**config.mk**
```make
export PLATFORM = sky130hd
export DESIGN_NAME = reg_write_arbiter
export DESIGN_NICKNAME = d
export VERILOG_FILES = /design/src/rtl/reg_write_arbiter_pkg.sv /design/src/rtl/reg_write_arbiter_write_queue.sv /design/src/rtl/reg_write_arbiter.sv
export SDC_FILE = /design/constraint.sdc
export NUM_CORES = 1
export LEC_CHECK = 0
export CAP_MARGIN = 15
export CELL_PAD_IN_SITES_DETAIL_PLACEMENT = 1
export CELL_PAD_IN_SITES_GLOBAL_PLACEMENT = 2
export CORE_MARGIN = 2
export CORE_UTILIZATION = 28
export CTS_CLUSTER_DIAMETER = 100
export DETAILED_ROUTE_END_ITERATION = 6
export GPL_TIMING_DRIVEN = 0
export PLACE_DENSITY_LB_ADDON = 0.1
export REMOVE_ABC_BUFFERS = 1
export SLEW_MARGIN = 20
export SYNTH_ARGS = -nofsm -noshare
export SYNTH_HDL_FRONTEND = slang
export SYNTH_SLANG_ARGS = --single-unit
```
**constraint.sdc**
```tcl
create_clock -name clock -period 2.8 [get_ports clock]
set_input_delay 0.28 -clock clock [delete_from_list [all_inputs] [get_ports clock]]
set_output_delay 0.28 -clock clock [all_outputs]
set_load 0.01 [all_outputs]
```
**src/rtl/reg_write_arbiter_pkg.sv**
```systemverilog
// Shared widths and the queued-write payload for the register file write arbiter.
package reg_write_arbiter_pkg;

    localparam int unsigned REG_ID_W = 5;
    localparam int unsigned WORD_W   = 32;
    localparam logic [REG_ID_W-1:0] REG_ZERO = 5'd0;

    typedef struct packed {
        logic                live;
        logic [REG_ID_W-1:0] id;
        logic [WORD_W-1:0]   value;
    } q_entry_t;

endpackage

```
**src/rtl/reg_write_arbiter_write_queue.sv**
```systemverilog
// Circular buffer of pending aux register writes with kill-by-id and pending lookups.
module write_queue
    import reg_write_arbiter_pkg::*;
#(
    parameter int unsigned DEPTH = 4
) (
    input  logic                clock,
    input  logic                reset,
    input  logic                push,
    input  logic [REG_ID_W-1:0] push_id,
    input  logic [WORD_W-1:0]   push_value,
    input  logic                pop,
    input  logic                kill_valid,
    input  logic [REG_ID_W-1:0] kill_id,
    input  logic [REG_ID_W-1:0] rs_id,
    input  logic [REG_ID_W-1:0] rt_id,
    output logic                head_live,
    output logic [REG_ID_W-1:0] head_id,
    output logic [WORD_W-1:0]   head_value,
    output logic                empty,
    output logic                full,
    output logic                rs_hit,
    output logic                rt_hit
);

    localparam int unsigned PTR_W = $clog2(DEPTH);
    localparam int unsigned CNT_W = PTR_W + 1;

    q_entry_t           mem [DEPTH];
    logic [PTR_W-1:0]   head_ptr;
    logic [PTR_W-1:0]   tail_ptr;
    logic [CNT_W-1:0]   count;
    logic               push_live;

    // A result accepted on the same edge as a younger writeback to the same register is born dead.
    assign push_live = ~(kill_valid && (kill_id == push_id));

    assign empty      = (count == CNT_W'(0));
    assign full       = (count == CNT_W'(DEPTH));
    assign head_live  = mem[head_ptr].live;
    assign head_id    = mem[head_ptr].id;
    assign head_value = mem[head_ptr].value;

    // live bits are cleared on pop, so a set live bit always marks an occupied slot
    always_ff @(posedge clock) begin
        if (reset) begin
            head_ptr <= '0;
            tail_ptr <= '0;
            count    <= '0;
            for (int unsigned i = 0; i < DEPTH; i++) begin
                mem[PTR_W'(i)].live <= 1'b0;
            end
        end else begin
            for (int unsigned i = 0; i < DEPTH; i++) begin
                if (kill_valid && (mem[PTR_W'(i)].id == kill_id)) begin
                    mem[PTR_W'(i)].live <= 1'b0;
                end
            end
            if (pop && !empty) begin
                mem[head_ptr].live <= 1'b0;
                head_ptr           <= head_ptr + PTR_W'(1);
            end
            if (push && !full) begin
                mem[tail_ptr] <= '{live: push_live, id: push_id, value: push_value};
                tail_ptr      <= tail_ptr + PTR_W'(1);
            end
            case ({push && !full, pop && !empty})
                2'b10:   count <= count + CNT_W'(1);
                2'b01:   count <= count - CNT_W'(1);
                default: count <= count;
            endcase
        end
    end

    // Pending lookups over live entries; register 0 is never reported.
    always_comb begin
        rs_hit = 1'b0;
        rt_hit = 1'b0;
        for (int unsigned i = 0; i < DEPTH; i++) begin
            if (mem[PTR_W'(i)].live && (mem[PTR_W'(i)].id == rs_id)) rs_hit = 1'b1;
            if (mem[PTR_W'(i)].live && (mem[PTR_W'(i)].id == rt_id)) rt_hit = 1'b1;
        end
        if (rs_id == REG_ZERO) rs_hit = 1'b0;
        if (rt_id == REG_ZERO) rt_hit = 1'b0;
    end

endmodule

```
**src/rtl/reg_write_arbiter.sv**
```systemverilog
// Sole driver of the register file write port: writeback has priority, aux results drain from a queue.
module reg_write_arbiter
    import reg_write_arbiter_pkg::*;
#(
    parameter int unsigned DEPTH = 4
) (
    input  logic        clock,
    input  logic        reset,
    input  logic        wb_valid,
    input  logic [4:0]  wb_write_id,
    input  logic [31:0] wb_value,
    input  logic        aux_valid,
    output logic        aux_ready,
    input  logic [4:0]  aux_write_id,
    input  logic [31:0] aux_value,
    input  logic [4:0]  reg_rs_id,
    input  logic [4:0]  reg_rt_id,
    output logic        rs_pending,
    output logic        rt_pending,
    output logic        control_reg_write,
    output logic [4:0]  control_write_id,
    output logic [31:0] reg_write_value
);

    logic                wb_write;
    logic                aux_push;
    logic                q_pop;
    logic                q_empty;
    logic                q_full;
    logic                head_live;
    logic [REG_ID_W-1:0] head_id;
    logic [WORD_W-1:0]   head_value;

    assign wb_write  = wb_valid && (wb_write_id != REG_ZERO);
    // Ready depends only on registered occupancy; held low while reset is asserted.
    assign aux_ready = ~reset & ~q_full;
    assign aux_push  = aux_valid && aux_ready && (aux_write_id != REG_ZERO);
    assign q_pop     = ~wb_write & ~q_empty;

    write_queue #(
        .DEPTH (DEPTH)
    ) u_queue (
        .clock      (clock),
        .reset      (reset),
        .push       (aux_push),
        .push_id    (aux_write_id),
        .push_value (aux_value),
        .pop        (q_pop),
        .kill_valid (wb_write),
        .kill_id    (wb_write_id),
        .rs_id      (reg_rs_id),
        .rt_id      (reg_rt_id),
        .head_live  (head_live),
        .head_id    (head_id),
        .head_value (head_value),
        .empty      (q_empty),
        .full       (q_full),
        .rs_hit     (rs_pending),
        .rt_hit     (rt_pending)
    );

    // Port registers; id/value hold when no write is issued.
    always_ff @(posedge clock) begin
        if (reset) begin
            control_reg_write <= 1'b0;
            control_write_id  <= REG_ZERO;
            reg_write_value   <= '0;
        end else if (wb_write) begin
            control_reg_write <= 1'b1;
            control_write_id  <= wb_write_id;
            reg_write_value   <= wb_value;
        end else if (q_pop) begin
            control_reg_write <= head_live;
            control_write_id  <= head_id;
            reg_write_value   <= head_value;
        end else begin
            control_reg_write <= 1'b0;
        end
    end

endmodule
```
### Word level (Yosys, flattened, before mapping)

Memory sizes are Yosys's and may differ from the RTL's. A register that Yosys moved wholly into a read port is not among the register bits.
Index checks and enable logic that the tools add are counted.

| word-level totals | value |
|---|---|
| register bits | 45 |
| bits in writable memories | 152 |
| input port bits | 88 |
| output and inout port bits | 41 |
| word-level logic and storage cells | 112 |
| memories | 1 |

Memories:

| memory | depth | width | read ports | clocked after memory_dff | wr ports | line | text |
|---|---|---|---|---|---|---|---|
| u_queue.mem | 4 | 38 | 5 | 1 | 5 | reg_write_arbiter_write_queue.sv:29 | `q_entry_t mem [DEPTH];` |

| operators by class | value |
|---|---|
| add/sub/neg operators | 4 |
| equality and inequality tests | 16 |
| muxes and demuxes | 46 |
| bitwise logic cells | 11 |
| reduce and logical (&&, ||, !) cells | 28 |

Operator list:

| cell | count |
|---|---|
| equality test 5 bit | 13 |
| two-way mux 32 bit | 2 |
| two-way mux 38 bit | 1 |
| OR reduction 38 bit | 1 |
| two-way mux 1 bit | 36 |
| logical AND 1 bit | 18 |
| zero test 5 bit | 2 |
| two-way mux 5 bit | 2 |
| nonzero test 5 bit | 2 |
| two-way mux 2 bit | 4 |
| case mux 3 bit (2 select lines) | 1 |
| inverter 1 bit | 5 |
| adder 2 x 1 -> 2 bit, second input constant | 2 |
| OR 1 bit | 4 |
| nonzero test 2 bit | 2 |
| adder 3 x 1 -> 3 bit, second input constant | 1 |
| equality test 3 bit, second input constant | 1 |
| zero test 3 bit | 1 |
| subtractor 3 x 1 -> 3 bit, second input constant | 1 |
| bitwise AND 1 bit | 2 |
| equality test 2 x 1 -> 1 bit, second input constant | 1 |
| equality test 2 bit, second input constant | 1 |
| zero test 1 bit | 2 |

### Longest topological paths before layout

| depth | value |
|---|---|
| depth after elaboration | 10 |
| depth in mapped cells | 10 |
| depth with buffers taken out | 8 |

### Hierarchy

From an unflattened synthesis, not the netlist that was laid out.

| second synthesis, totals | value |
|---|---|
| cells, all modules | 570 |
| area total of the unflattened synthesis | 8,824.7 sq um |

Modules (own cells, without submodules):

| module | times used | cells an instance | area each (sq um) | seq. area each (sq um) |
|---|---|---|---|---|
| write_queue | 1 | 385 | 6,966.7 | 4,744.6 |
| reg_write_arbiter | 1 | 185 | 1,858.0 | 760.7 |

### Worst setup path after synthesis

OpenSTA, ideal clock, no wires.

| path | value |
|---|---|
| kind | input to register |
| start point | input reset |
| end point | memory u_queue.mem[0][37] (netlist bit), enable pin |
| library setup time | 294 ps |
| arrival time | 2,107 ps |
| data required time | 2,506 ps |
| path slack | 399 ps |
| cell stages on the path | 5 |
| path buffers | 1 |
| cell sequence | buf_2 > nand2b_1 > a21oi_1 > and3_1 > a2111o_1 |

RTL lines:

| element | line | text |
|---|---|---|
| start, declared | reg_write_arbiter.sv:8 | `input logic reset,` |
| end, declared | reg_write_arbiter_write_queue.sv:29 |  |

==> key figures <==
Die
  – Die ar.: 0.0321 mm²
  – Die Span Y: 179 µm
  – IO Count: 129
  – Core Region: 0.0304 mm²
  – Starting Density: 0.282
  – # rows: 64
  – DIE WIDTH: 179 µm

Worst setup path
  – Critical Path Source Type: flop
  – Worst-path fanout max: 4
  – Worst reg2reg path endpoint: u_queue.count[2]
  – Worst r2r src: u_queue.count[0]
  – Cells on worst reg2reg path: 8
  – Worst EP required: 2.52 ns
  – CP arrival: 2.32 ns
  – Critical path class: reg -> out
  – CP Launch Point: u_queue.mem[3][36]
  – FF-to-FF setup slack: 0.24 ns
  – Endpoint class of the critical path: primary output

Clock network
  – CTS tree: built
  – Root Buffer: clkbuf_16
  – # clock sinks: 199
  – Clock Latency Late Sink: 0.43 ns
  – H-tree depth: 4
  – Hold-fix buffers at CTS: 0
  – Clock transition at path regs: 0.07 ns
  – CTS Buf Count: 17
  – Longest Clk Path Bufs: 2

STA
  – Slew HR: 0.494
  – Final slew viol count: 0
  – Tcrit/Tclk final: 0.930
  – Final hold viol count: 0
  – Post-route minimum period: 2.60 ns
  – Worst-margin pin slew: 0.757 ns
  – Unrepaired setup endpoints after global routing: no
  – Final setup vio count: 0
  – Fmax: 0.384 GHz
  – Final setup skew: 0.0113 ns

Routing
  – Drt drc: 0
  – DR iter-0 viols: 219
  – DR WL/cell: 21.4 µm
  – Routed WL: 24000 µm
  – Post-route ant nets: 0
  – Pre-Repair DR Iteration Count: 4
  – Vias/cell: 4.77
  – Total number of vias: 5325

Yosys
  – Warnings from Yosys: 0
  – Mapped Cells: 594
  – Netlist cell types: 40
  – Post-synthesis instance area: 0.00859 mm²
  – Syn Area/Cell: 14.5 µm²
  – Sequential fraction of the synthesis area: 0.641
  – Yosys reg bits: 199

Global routing
  – Vias in the first global route: 5899
  – Largest net degree at the start of global routing: 56
  – Initial antenna violation count: 1
  – First-pass GRT wire length: 35900 µm
  – Remaining global-route overflow: 0
  – Global Route Usage Sum: 0.154

Power and ir drop
  – Clk pwr share: 0.290
  – Switching power: 2.73 mW
  – Sequential fraction of design power: 0.431
  – Pwr Density: 771 mW/mm²
  – Sw Share: 0.322
  – Leakage Power: 3.61 nW
  – Comb pwr share: 0.280
  – Internal Power: 5.76 mW
  – IR drop worst, VDD: 0.380 mV

Flow run
  – Max-cap violation count: 0

Cells and area
  – Core Util, Final: 0.362
  – Layout cell share with drive strength beyond 1: 0.136
  – N_diodes: 0
  – Final net count: 805
  – Final Non-Filler Cells: 1117
  – Area added between synthesis and finish: 28.2%

Place
  – GP Congestion: 0.794
  – DPL Wire Length: 15200 µm
  – Placed Cells: 1079
  – # port buffers: 128

Status
  – Status: finished clean

Worst hold path
  – Hold Startpoint: reset
  – Hold Path Depth: 2
  – Worst min path class: in -> reg
  – Worst Hold End: u_queue.tail_ptr[0]
timing repair:
| action | 4_1_cts | 5_1_grt |
|---|---|---|
| setup buffers | 1 | 4 |
| cloned | 0 | 1 |
| pin swaps | 1 | 3 |
| endpoints found under the setup margin | 2 | 3 |
| resized for setup | 3 | 5 |
through the flow:
stage / TNS [ns] / cell area (µm²) / setup WS (ns) / hold slack (ns) / power [mW]
global placement: -463.93 / 10200 / -2.80 / 0.505 / 5.80
floorplan: 0 / 8390 / 0.137 / 0.349 / 4.85
CTS: 0 / 11000 / 0.00401 / 0.378 / 8.62
finish: 0 / 11000 / 0.197 / 0.395 / 8.49
global route: 0 / 11000 / 0.0122 / 0.425 / 8.94
detailed placement: -1.84 / 10400 / -0.201 / 0.513 / 6.14
per-layer routing:
layer  routed length [µm]  vias to the layer above  GRT usage  share of wire
met5                   16                        -          0        0.00067
met1                10600                     2747      0.195           0.44
met3                  923                       20     0.0307          0.039
met2                12200                       96      0.271           0.51
li1                     -                     2460          -              -
met4                  225                        2     0.0370         0.0094
area by class of cell:
class | count | area [µm²]
Clock buffer | 18 | 429
Multi-Input combinational cell | 347 | 2940
Clock inverter | 14 | 158
Inverter | 4 | 15.0
Fill cell | 3133 | 19400
Timing Repair Buffer | 139 | 1470
Tap cell | 396 | 495
Sequential cell | 199 | 5510
power by group through the flow:
stage                     Clock (mW)  Combinational (mW)  Sequential, mW
after floorplan                    0                1.10            3.75
after global placement             0                2.01            3.78
after detailed placement           0                2.41            3.73
after CTS                       2.53                2.43            3.66
after global routing            2.63                2.62            3.70
final                           2.46                2.38            3.66
Yosys cell counts, drive strengths merged:
cell / n / area (µm²)
edfxtp: 152 / 4560
dfxtp: 47 / 941
nor2: 44 / 181
xor2: 43 / 377
a21oi: 41 / 205
nand2: 41 / 154
mux4: 38 / 856
a211oi: 35 / 263
clkbuf: 30 / 113
xnor2: 25 / 219
buf: 15 / 93.8
nand3: 13 / 65.1
nor4: 12 / 75.1
ha: 8 / 100
and2: 5 / 31.3
a2111o: 4 / 45.0
and3: 4 / 25.0
inv: 4 / 15.0
nand4: 4 / 25.0
nor3: 4 / 25.0
mux2i: 3 / 30.0
nand2b: 3 / 18.8
o21a: 3 / 30.0
o31ai: 3 / 22.5
or4: 3 / 26.3
nor2b: 2 / 12.5
o21ai: 2 / 13.8
a211o: 1 / 8.76
a21boi: 1 / 7.51
and3b: 1 / 8.76
fa: 1 / 20.0
mux2: 1 / 15.0
or3: 1 / 6.26
cells by family after synthesis:
group | synth area share
mux | 0.105
xor+xnor | 0.0693
simple gates | 0.0761
buf+inv | 0.0258
flops | 0.641
compound gates | 0.0693
fa+ha+maj | 0.0140
placed cells by master (no fill, tap or decap), types with 3 or more instances in the layout:
cell / instances
clkbuf_16: 17
a21oi_1: 40
o31ai_1: 3
xnor2_1: 25
nand2b_1: 3
nand4_1: 4
nor3_1: 3
inv_6: 6
buf_4: 6
and2_1: 5
a211oi_1: 35
dlymetal6s2s_1: 3
clkdlybuf4s50_1: 124
clkinv_8: 4
nand2_1: 41
ha_1: 8
a2111o_1: 4
nor4_1: 9
inv_1: 4
nand3_1: 13
buf_16: 5
nor4_2: 3
mux2i_1: 3
mux4_2: 38
nor2_1: 43
dfxtp_1: 45
xor2_1: 43
and3_4: 4
edfxtp_1: 152
critical path, stage by stage, from the launching register on:
cell and delay [ns]:
edfxtp_1 0.52, xor2_1 0.21, nor4_1 0.28, nand3_1 0.13, nand4_1 0.10, o21a_1 0.13
clkdlybuf4s50_1 0.53
worst max path at each step:
stage | to | slack [ns]
final | rs_pending | 0.20
after global routing | rs_pending | 0.01
after CTS | rt_pending | 0.004
after detailed placement | u_queue.mem[3][37] | -0.20
after global placement | u_queue.mem[0][37] | -2.80
after floorplan | control_write_id[3] | 0.14
state kept, by name, indices dropped and copies added (netlist names), named ones only:
name               cells
u_queue.tail_ptr       2
reg_write_value       32
control_write_id       5
u_queue.count          3
u_queue.head_ptr       2
u_queue.mem          152
control_reg_write      1
(Power assumes the default switching activity.)
